**config.mk**
```make
export PLATFORM = sky130hd
export DESIGN_NAME = part_1_init_sync_ctrl
export DESIGN_NICKNAME = d
export VERILOG_FILES = /design/src/rtl/cs_sync_pkg.sv /design/src/rtl/part_1_edge_det.sv /design/src/rtl/part_1_init_sync_ctrl.sv
export SDC_FILE = /design/constraint.sdc
export NUM_CORES = 1
export LEC_CHECK = 0
export CORE_MARGIN = 5
export CORE_UTILIZATION = 49
export DETAILED_ROUTE_END_ITERATION = 8
export PLACE_DENSITY_LB_ADDON = 0.05
export SETUP_SLACK_MARGIN = 0.4
export SYNTH_ARGS = -nofsm -noshare
export SYNTH_HDL_FRONTEND = slang
export SYNTH_SLANG_ARGS = --single-unit
```
**constraint.sdc**
```tcl
create_clock -name clk_i -period 2.7 [get_ports clk_i]
set_input_delay 0.675 -clock clk_i [delete_from_list [all_inputs] [get_ports clk_i]]
set_output_delay 0.675 -clock clk_i [all_outputs]
set_load 0.01 [all_outputs]
```
**src/rtl/cs_sync_pkg.sv**
```systemverilog
// cs_sync_pkg: shared state encoding, default sizing and event type for the lock-step controller
package cs_sync_pkg;
   localparam int N_CLK_DEF    = 4;
   localparam int DATA_W_DEF   = 9;
   localparam int WDOG_MAX_DEF = 10000;
   typedef enum logic [1:0] {IDLE, SEND, WAIT_RSP, HALT} state_t;
   typedef logic [$clog2(N_CLK_DEF)-1:0] evt_t;
endpackage

```
**src/rtl/part_1_edge_det.sv**
```systemverilog
// part_1_edge_det: enabled rising-edge detection of mission clocks sampled as levels
module part_1_edge_det #(
   parameter int N = 4
) (
   input  logic         clk_i,
   input  logic         rst_i,
   input  logic [N-1:0] clk_h,
   input  logic [N-1:0] clk_en,
   output logic [N-1:0] rise
);
   logic [N-1:0] clk_h_d;
   // one-cycle delayed copy of the mission clock levels
   always_ff @(posedge clk_i) clk_h_d <= rst_i ? '0 : clk_h;
   assign rise = clk_h & ~clk_h_d & clk_en;
endmodule

```
**src/rtl/part_1_init_sync_ctrl.sv**
```systemverilog
// part_1_init_sync_ctrl: freezes mission clocks on each edge, ships the snapshot, releases on the target's response
module part_1_init_sync_ctrl
   import cs_sync_pkg::*;
#(
   parameter int N_CLK    = N_CLK_DEF,
   parameter int DATA_W   = DATA_W_DEF,
   parameter int WDOG_MAX = WDOG_MAX_DEF
) (
   input  logic                     clk_i,
   input  logic                     rst_i,
   input  logic [N_CLK-1:0]         clk_h,
   input  logic [N_CLK-1:0]         clk_en,
   input  logic [N_CLK*DATA_W-1:0]  snd_data,
   output logic [N_CLK-1:0]         freeze_clk,
   output logic                     tx_valid,
   input  logic                     tx_ready,
   output logic [$clog2(N_CLK)-1:0] tx_event,
   output logic [DATA_W-1:0]        tx_payload,
   input  logic                     rx_valid,
   input  logic [$clog2(N_CLK)-1:0] rx_event,
   input  logic [DATA_W-1:0]        rx_payload,
   output logic [N_CLK-1:0]         rsp_valid,
   output logic [N_CLK*DATA_W-1:0]  rsp_data,
   output logic                     busy,
   output logic                     evt_err,
   output logic                     ovr_err,
   output logic                     wdog_err
);
   localparam int EW = $clog2(N_CLK);
   localparam int WW = $clog2(WDOG_MAX + 1);
   state_t            state, state_n;
   logic [N_CLK-1:0]  rise, pend, clr;
   logic [DATA_W-1:0] snap [N_CLK];
   logic [EW-1:0]     sel, low;
   logic [WW-1:0]     wdog;
   logic              acc, hit, bad, expire;
   part_1_edge_det #(.N(N_CLK)) u_edge (
      .clk_i  (clk_i),
      .rst_i  (rst_i),
      .clk_h  (clk_h),
      .clk_en (clk_en),
      .rise   (rise)
   );
   // handshake events; a matching response wins over a watchdog expiry in the same cycle
   always_comb begin
      acc    = state == SEND && tx_ready;
      hit    = state == WAIT_RSP && rx_valid && rx_event == sel;
      bad    = rx_valid && (state == IDLE || state == SEND || (state == WAIT_RSP && rx_event != sel));
      expire = state == WAIT_RSP && !hit && wdog + WW'(1) == WW'(WDOG_MAX);
      clr    = hit ? N_CLK'(1) << sel : '0;
   end
   // lowest pending slot is served first
   always_comb begin
      low = '0;
      for (int k = N_CLK - 1; k >= 0; k--) if (pend[k]) low = EW'(k);
   end
   // state register
   always_ff @(posedge clk_i) state <= rst_i ? IDLE : state_n;
   // next-state selection; HALT is left only through reset
   always_comb begin
      state_n = state;
      case (state)
         IDLE:     state_n = |pend ? SEND : IDLE;
         SEND:     state_n = tx_ready ? WAIT_RSP : SEND;
         WAIT_RSP: state_n = hit ? IDLE : expire ? HALT : WAIT_RSP;
         default:  state_n = HALT;
      endcase
   end
   // transport offer and status outputs; a pending slot is exactly a frozen clock
   always_comb begin
      tx_valid   = state == SEND;
      tx_event   = tx_valid ? sel : '0;
      tx_payload = tx_valid ? snap[sel] : '0;
      busy       = state != IDLE;
      freeze_clk = pend;
   end
   // pending set/release, arbitration, watchdog, sticky errors and response capture
   always_ff @(posedge clk_i) begin
      if (rst_i) begin
         pend      <= '0;
         sel       <= '0;
         wdog      <= '0;
         rsp_valid <= '0;
         rsp_data  <= '0;
         evt_err   <= 1'b0;
         ovr_err   <= 1'b0;
         wdog_err  <= 1'b0;
      end else begin
         pend      <= (pend & ~clr) | rise;
         ovr_err   <= ovr_err | |(rise & pend & ~clr);
         evt_err   <= evt_err | bad;
         wdog_err  <= wdog_err | expire;
         rsp_valid <= clr;
         wdog      <= acc ? '0 : state == WAIT_RSP ? wdog + WW'(1) : wdog;
         if (state == IDLE) sel <= low;
         if (hit) rsp_data[sel*DATA_W +: DATA_W] <= rx_payload;
      end
   end
   // snapshot only when the slot is free or being released this same cycle
   always_ff @(posedge clk_i)
      for (int k = 0; k < N_CLK; k++)
         if (rst_i) snap[k] <= '0;
         else if (rise[k] & (~pend[k] | clr[k])) snap[k] <= snd_data[k*DATA_W +: DATA_W];
endmodule

```
# --- Word-level counts from Yosys, hierarchy flattened ---
# Memory sizes are Yosys's and may differ from the RTL's. A register that Yosys moved wholly into a read port is not among the register bits.
# Index checks and enable logic that the tools add are counted.
classes:
  n_addsub: 2
  n_mul: 1
  n_div: 0
  n_lt_le_gt_ge: 0
  n_eq_ne: 5
  shift: 3
  mux: 33
  bitwise_logic: 27
  n_reduce_logical: 15
ops:
  columns: ["cell", "count"]
  rows:
  - ["$mux W9", 5]
  - ["$bwmux W36", 1]
  - ["$shift A9 B34 Y36 const A", 1]
  - ["$shiftx A9 B34 Y36", 1]
  - ["$neg A6 Y34", 1]
  - ["$and A4 B4 Y4", 5]
  - ["$mux W2", 9]
  - ["$mux W1", 16]
  - ["$add A14 B1 Y14 const B", 1]
  - ["$eq A14 B14 Y1 const B", 1]
  - ["$or A1 B1 Y1", 11]
  - ["$not A4 Y4", 2]
  - ["$reduce_or A4 Y1", 2]
  - ["$logic_and A1 B1 Y1", 7]
  - ["$mul A2 B4 Y6 const B", 1]
  - ["$pmux W2 S3", 1]
  - ["$and A1 B1 Y1", 4]
  - ["$mux W4", 1]
  - ["$not A1 Y1", 4]
  - ["$or A4 B4 Y4", 1]
  - ["$shl A1 B2 Y4 const A", 1]
  - ["$eq A2 B1 Y1 const B", 1]
  - ["$eq A2 B2 Y1", 1]
  - ["$eq A2 B2 Y1 const B", 1]
  - ["6 further kinds", 7]
word_totals:
  ff_bits: 69
  latch_bits: 0
  ramBits: 36
  mem_bits_ro: 0
  inputBits: 59
  output_inout_bits: 60
  wordCells: 97
  memories: 1
memory_table:
  columns: ["name", "words", "word_bits", "read_ports", "rd_ports_with_merged_regs", "wr", "line_no", "text"]
  rows:
  - ["snap", 4, 9, 1, 1, 4, "part_1_init_sync_ctrl.sv:33", "logic [DATA_W-1:0] snap [N_CLK];"]

# --- Depth between registers and ports, before layout ---
logic_depth:
  word_depth: 10
  mapped_depth: 8
  depth_no_buf: 6

# --- By module ---
# A second synthesis with hierarchy kept.
hier_totals:
  hier_cells: 452
  hier_area_um2: 4703.3
modules_own_cells:
  columns: ["mod", "n_inst", "cells_each", "area_each_um2", "seq_area_each_um2"]
  rows:
  - ["part_1_init_sync_ctrl", 1, 440, 4563.1, 2422.3]
  - ["part_1_edge_det", 1, 12, 140.1, 80.1]

# --- Worst setup path after synthesis ---
# No wires, ideal clock.
synth_timing:
  path_kind: "in2reg"
  from: "in rx_event[1]"
  to: "mem snap[0][0] (netlist bit), enable pin"
  setup_time_ns: 0.377
  t_arrival_ns: 1.893
  t_required_ns: 2.323
  slack_ns: 0.430
  stages: 5
  path_buffers: 1
  cell_sequence: "xor2_1 nor4_2 buf_4 a21boi_1 o21bai_1"
synth_rtl:
  columns: ["element", "line_no", "text"]
  rows:
  - ["from (decl)", "part_1_init_sync_ctrl.sv:20", "input logic [$clog2(N_CLK)-1:0] rx_event,"]
  - ["to (decl)", "part_1_init_sync_ctrl.sv:33", null]

==> results.md <==
- Outcome: finished clean
- DIE WIDTH: 107.8 um
- Clk sinks: 107
- Worst rel slew slack: 49.14%
- Critical path endpoint category: output pin
- Iter 0 DRT Violations: 173
- Dpl cell area: 0.006073 sq mm
- Avg Synthesized Cell Area: 10.10 sq um
- Ant diodes: 0
- Switching pwr: 0.7815 mW
- Hold Slack: 0.4559 ns
- Synth-to-layout area growth: 38.67%
- Post-synthesis register bit count: 107
- Grt ovf: 0
- Reg2reg start: state[0]$_SDFF_PP0_
- I/O Buffers: 118
- Die Span Y: 107.8 um
- Fin area: 0.006501 sq mm
- EDFF count, synth: 36
- I/O pins: 119
- CP Max Fanout: 5
- Register area share after synthesis: 53.38%
- Fin crit period: 2.380 ns
- Clock latency on the worst-skew pair: 0.36 ns
- Global-route usage over all layers: 21.32%
- CP startpoint kind: register
- Final setup vio count: 0
- CP peak stage delay: 0.48 ns
- Leakage: 2.377 nW
- Count of final max-slew check failures: 0
- CP most frequent cell: buf_6
- Nets: 665
- First-pass GRT wire length: 19370 um
- Post-synth top flop: dfxtp_1
- # placed instances: 704
- Fin util: 70.03%
- Most frequent cells after synthesis: dfxtp_1 (71), and2_1 (54), nand2_1 (48)
- DR pass1 iterations: 4
- Synthesized Nets: 531
- Clk_skew: 0.01086 ns
- Switching Share: 24.67%
- Beginning of the worst hold path: rsp_data[17]$_SDFFE_PP0P_
- Buf/Inv on CP: 3
- Initial Util: 50.50%
- Crit path cell chain: buf_6 -> buf_6 -> mux4_2 -> and2_4 -> buf_6
- Core Rows: 35
- Initial antenna violation count: 0
- Type of the worst min-delay path: reg2reg
- Via count: 3855
- Final hold vios: 0
- Number of cells on the worst reg-to-reg path: 8
- Ratio of cells with drive above 1 in the final layout: 15.59%
- Yosys cell types: 47
- DRT Wirelength: 12450 um
- Cell family with most CP delay: multiplexers
- Vias in the first global route: 3780
- RD Place Congestion: 0.8059
- Crit Path Class: reg2out
- Cell Int Power: 2.386 mW
- Clock-pin slew on the worst setup and hold paths: 0.09 ns
- Post-Syn Instances: 464
- Worst reg2reg setup slack: 0.73 ns
- Most frequent cell after synthesis: dfxtp_1
- Die ar.: 0.01162 sq mm
- HPWL after detailed placement: 8947 um
- Top cells by area, synth: dfxtp_1 (30%), edfxtp_1 (23%), and2_1 (7.2%)
- Synth area leader: dfxtp_1
- F_max: 420.2 MHz
- Synth warn: 0
- Hold depth: 2
- Total CTS buffers: 9
- Seq pwr share: 55.7%
- Gate power share: 14.7%
- FFs w/ async S/R, synth: 0%
- CP max stage cell: mux4_2
- Max VDD drop: 0.0002893 V
- Critical path data required time: 2.03 ns
- WP data arrival: 1.70 ns
- Sum of negative setup slack: 0 ns
- Post-Syn Area: 0.004688 sq mm
- Core footprint: 0.009284 sq mm
- Capturing point of the worst reg2reg path: snap[0][3]$_SDFFCE_PN0P_
- # fillers: 733
- RSZ-0062 raised after global routing: yes
- Hold-fix buffers, CTS: 0
- Pin count of the biggest net entering global routing: 32
- Max-cap viol count: 0
- Post-Layout Cell Count: 732
- Slew @ Worst Pin: 0.7630 ns
- Drt drc: 0
- Via-to-Cell Ratio: 5.266
- Clk root buf: clkbuf_8
- Worst hold endpoint: rsp_data[17]$_SDFFE_PP0P_
- Tcrit/Tclk final: 88.14%
- Power density cells: 487.3 mW/mm^2
- Clock tree buffer depth: 2
- Routed Antenna Nets: 0
- CTS tree: built
- CTS H-tree depth: 3
- Avg WL per Cell: 17.01 um
- Top cell type's share of synthesized area: 30.32%
- Clock power share: 29.6%
tightest hold or removal path, stage by stage (launching register included):
cell     delay [ns]
dfxtp_1        0.32
nand2_1        0.05
a21oi_1        0.05
per-layer routing:
metal	part of all wire (%)	track usage [%]
met1	44	29.78
met2	48	33.48
met3	6.1	4.799
met4	1.3	5.591
met5	0	0
power groups by stage:
| stage | combinational (mW) | sequential [mW] | clock (mW) |
|---|---|---|---|
| final | 0.467 | 1.76 | 0.938 |
| after global routing | 0.504 | 1.77 | 1.02 |
| after CTS | 0.427 | 1.76 | 0.954 |
| after detailed placement | 0.416 | 1.79 | 0 |
| after global placement | 0.412 | 1.79 | 0 |
| after floorplan | 0.197 | 1.78 | 0 |
timing repair:
| action | CTS | global route |
|---|---|---|
| cloned | 1 | 3 |
| gates resized for setup | 60 | 31 |
| buffers inserted | 4 | 4 |
| endpoints found under the setup margin | 49 | 75 |
| pin swaps | 5 | 6 |
state kept, by name (all words and copies together), names as in the netlist, named ones only:
signal          cells
sel                 2
rsp_data           36
state               2
u_edge.clk_h_d      4
evt_err             1
freeze_clk          4
wdog_err            1
snap               36
ovr_err             1
rsp_valid           4
wdog               14
kinds of logic (layout without fill, tap and decap cells):
kind of cell / Yosys count / count (layout) / synth area share [%]
AOI/OAI and AO/OA: 71 / 71 / 9.314
xor gates and xnor gates: 17 / 17 / 3.176
adders and majority gates: 8 / 8 / 2.135
DFF: 107 / 107 / 53.38
and+or+nand+nor: 213 / 214 / 24.13
muxes: 10 / 10 / 4.537
buffers and inverters: 38 / 176 / 3.336
layout make-up:
cell class | instances | area (sq um) | share of cell area, %
multi-input cells | 320 | 2151 | 33.08
inverters | 11 | 43.79 | 0.6736
flip-flops and latches | 107 | 2514 | 38.66
clock inverters | 4 | 21.27 | 0.3272
well taps | 129 | 161.4 | 2.483
repair buffers | 149 | 1444 | 22.21
clock buffers | 12 | 166.4 | 2.560
worst max-delay path by stage:
stage                startpoint  cells after the start                        to
global placement    rx_event[1]                      7  snap[1][2]$_SDFFCE_PN0P_
CTS                    register                      4             tx_payload[5]
finish                 register                      5             tx_payload[7]
floorplan           rx_event[1]                      5  snap[0][0]$_SDFFCE_PN0P_
global route           register                      5             tx_payload[7]
detailed placement  rx_event[1]                      7  snap[1][6]$_SDFFCE_PN0P_
cells in the final DEF, fill, tap and decap left out, types with 6 or more instances in the layout:
cell	instances
clkdlybuf4s50_1	104
dfxtp_1	66
and2_1	48
nand2_1	48
a21oi_1	39
edfxtp_1	36
nor2_1	31
nand3_1	31
buf_4	23
buf_6	12
inv_1	11
clkbuf_8	10
mux4_2	9
xor2_1	9
ha_1	8
nor2b_1	7
a22o_1	7
or3_1	7
nand4_1	7
and2_4	6
xnor2_1	6
through the flow:
stage / setup WS (ns) / power [mW]
floorplan: 0.4305 / 1.976
global placement: -0.01271 / 2.206
detailed placement: -0.1506 / 2.211
CTS: 0.2508 / 3.142
global route: 0.2548 / 3.293
finish: 0.3202 / 3.168
(Power assumes the default switching activity.)
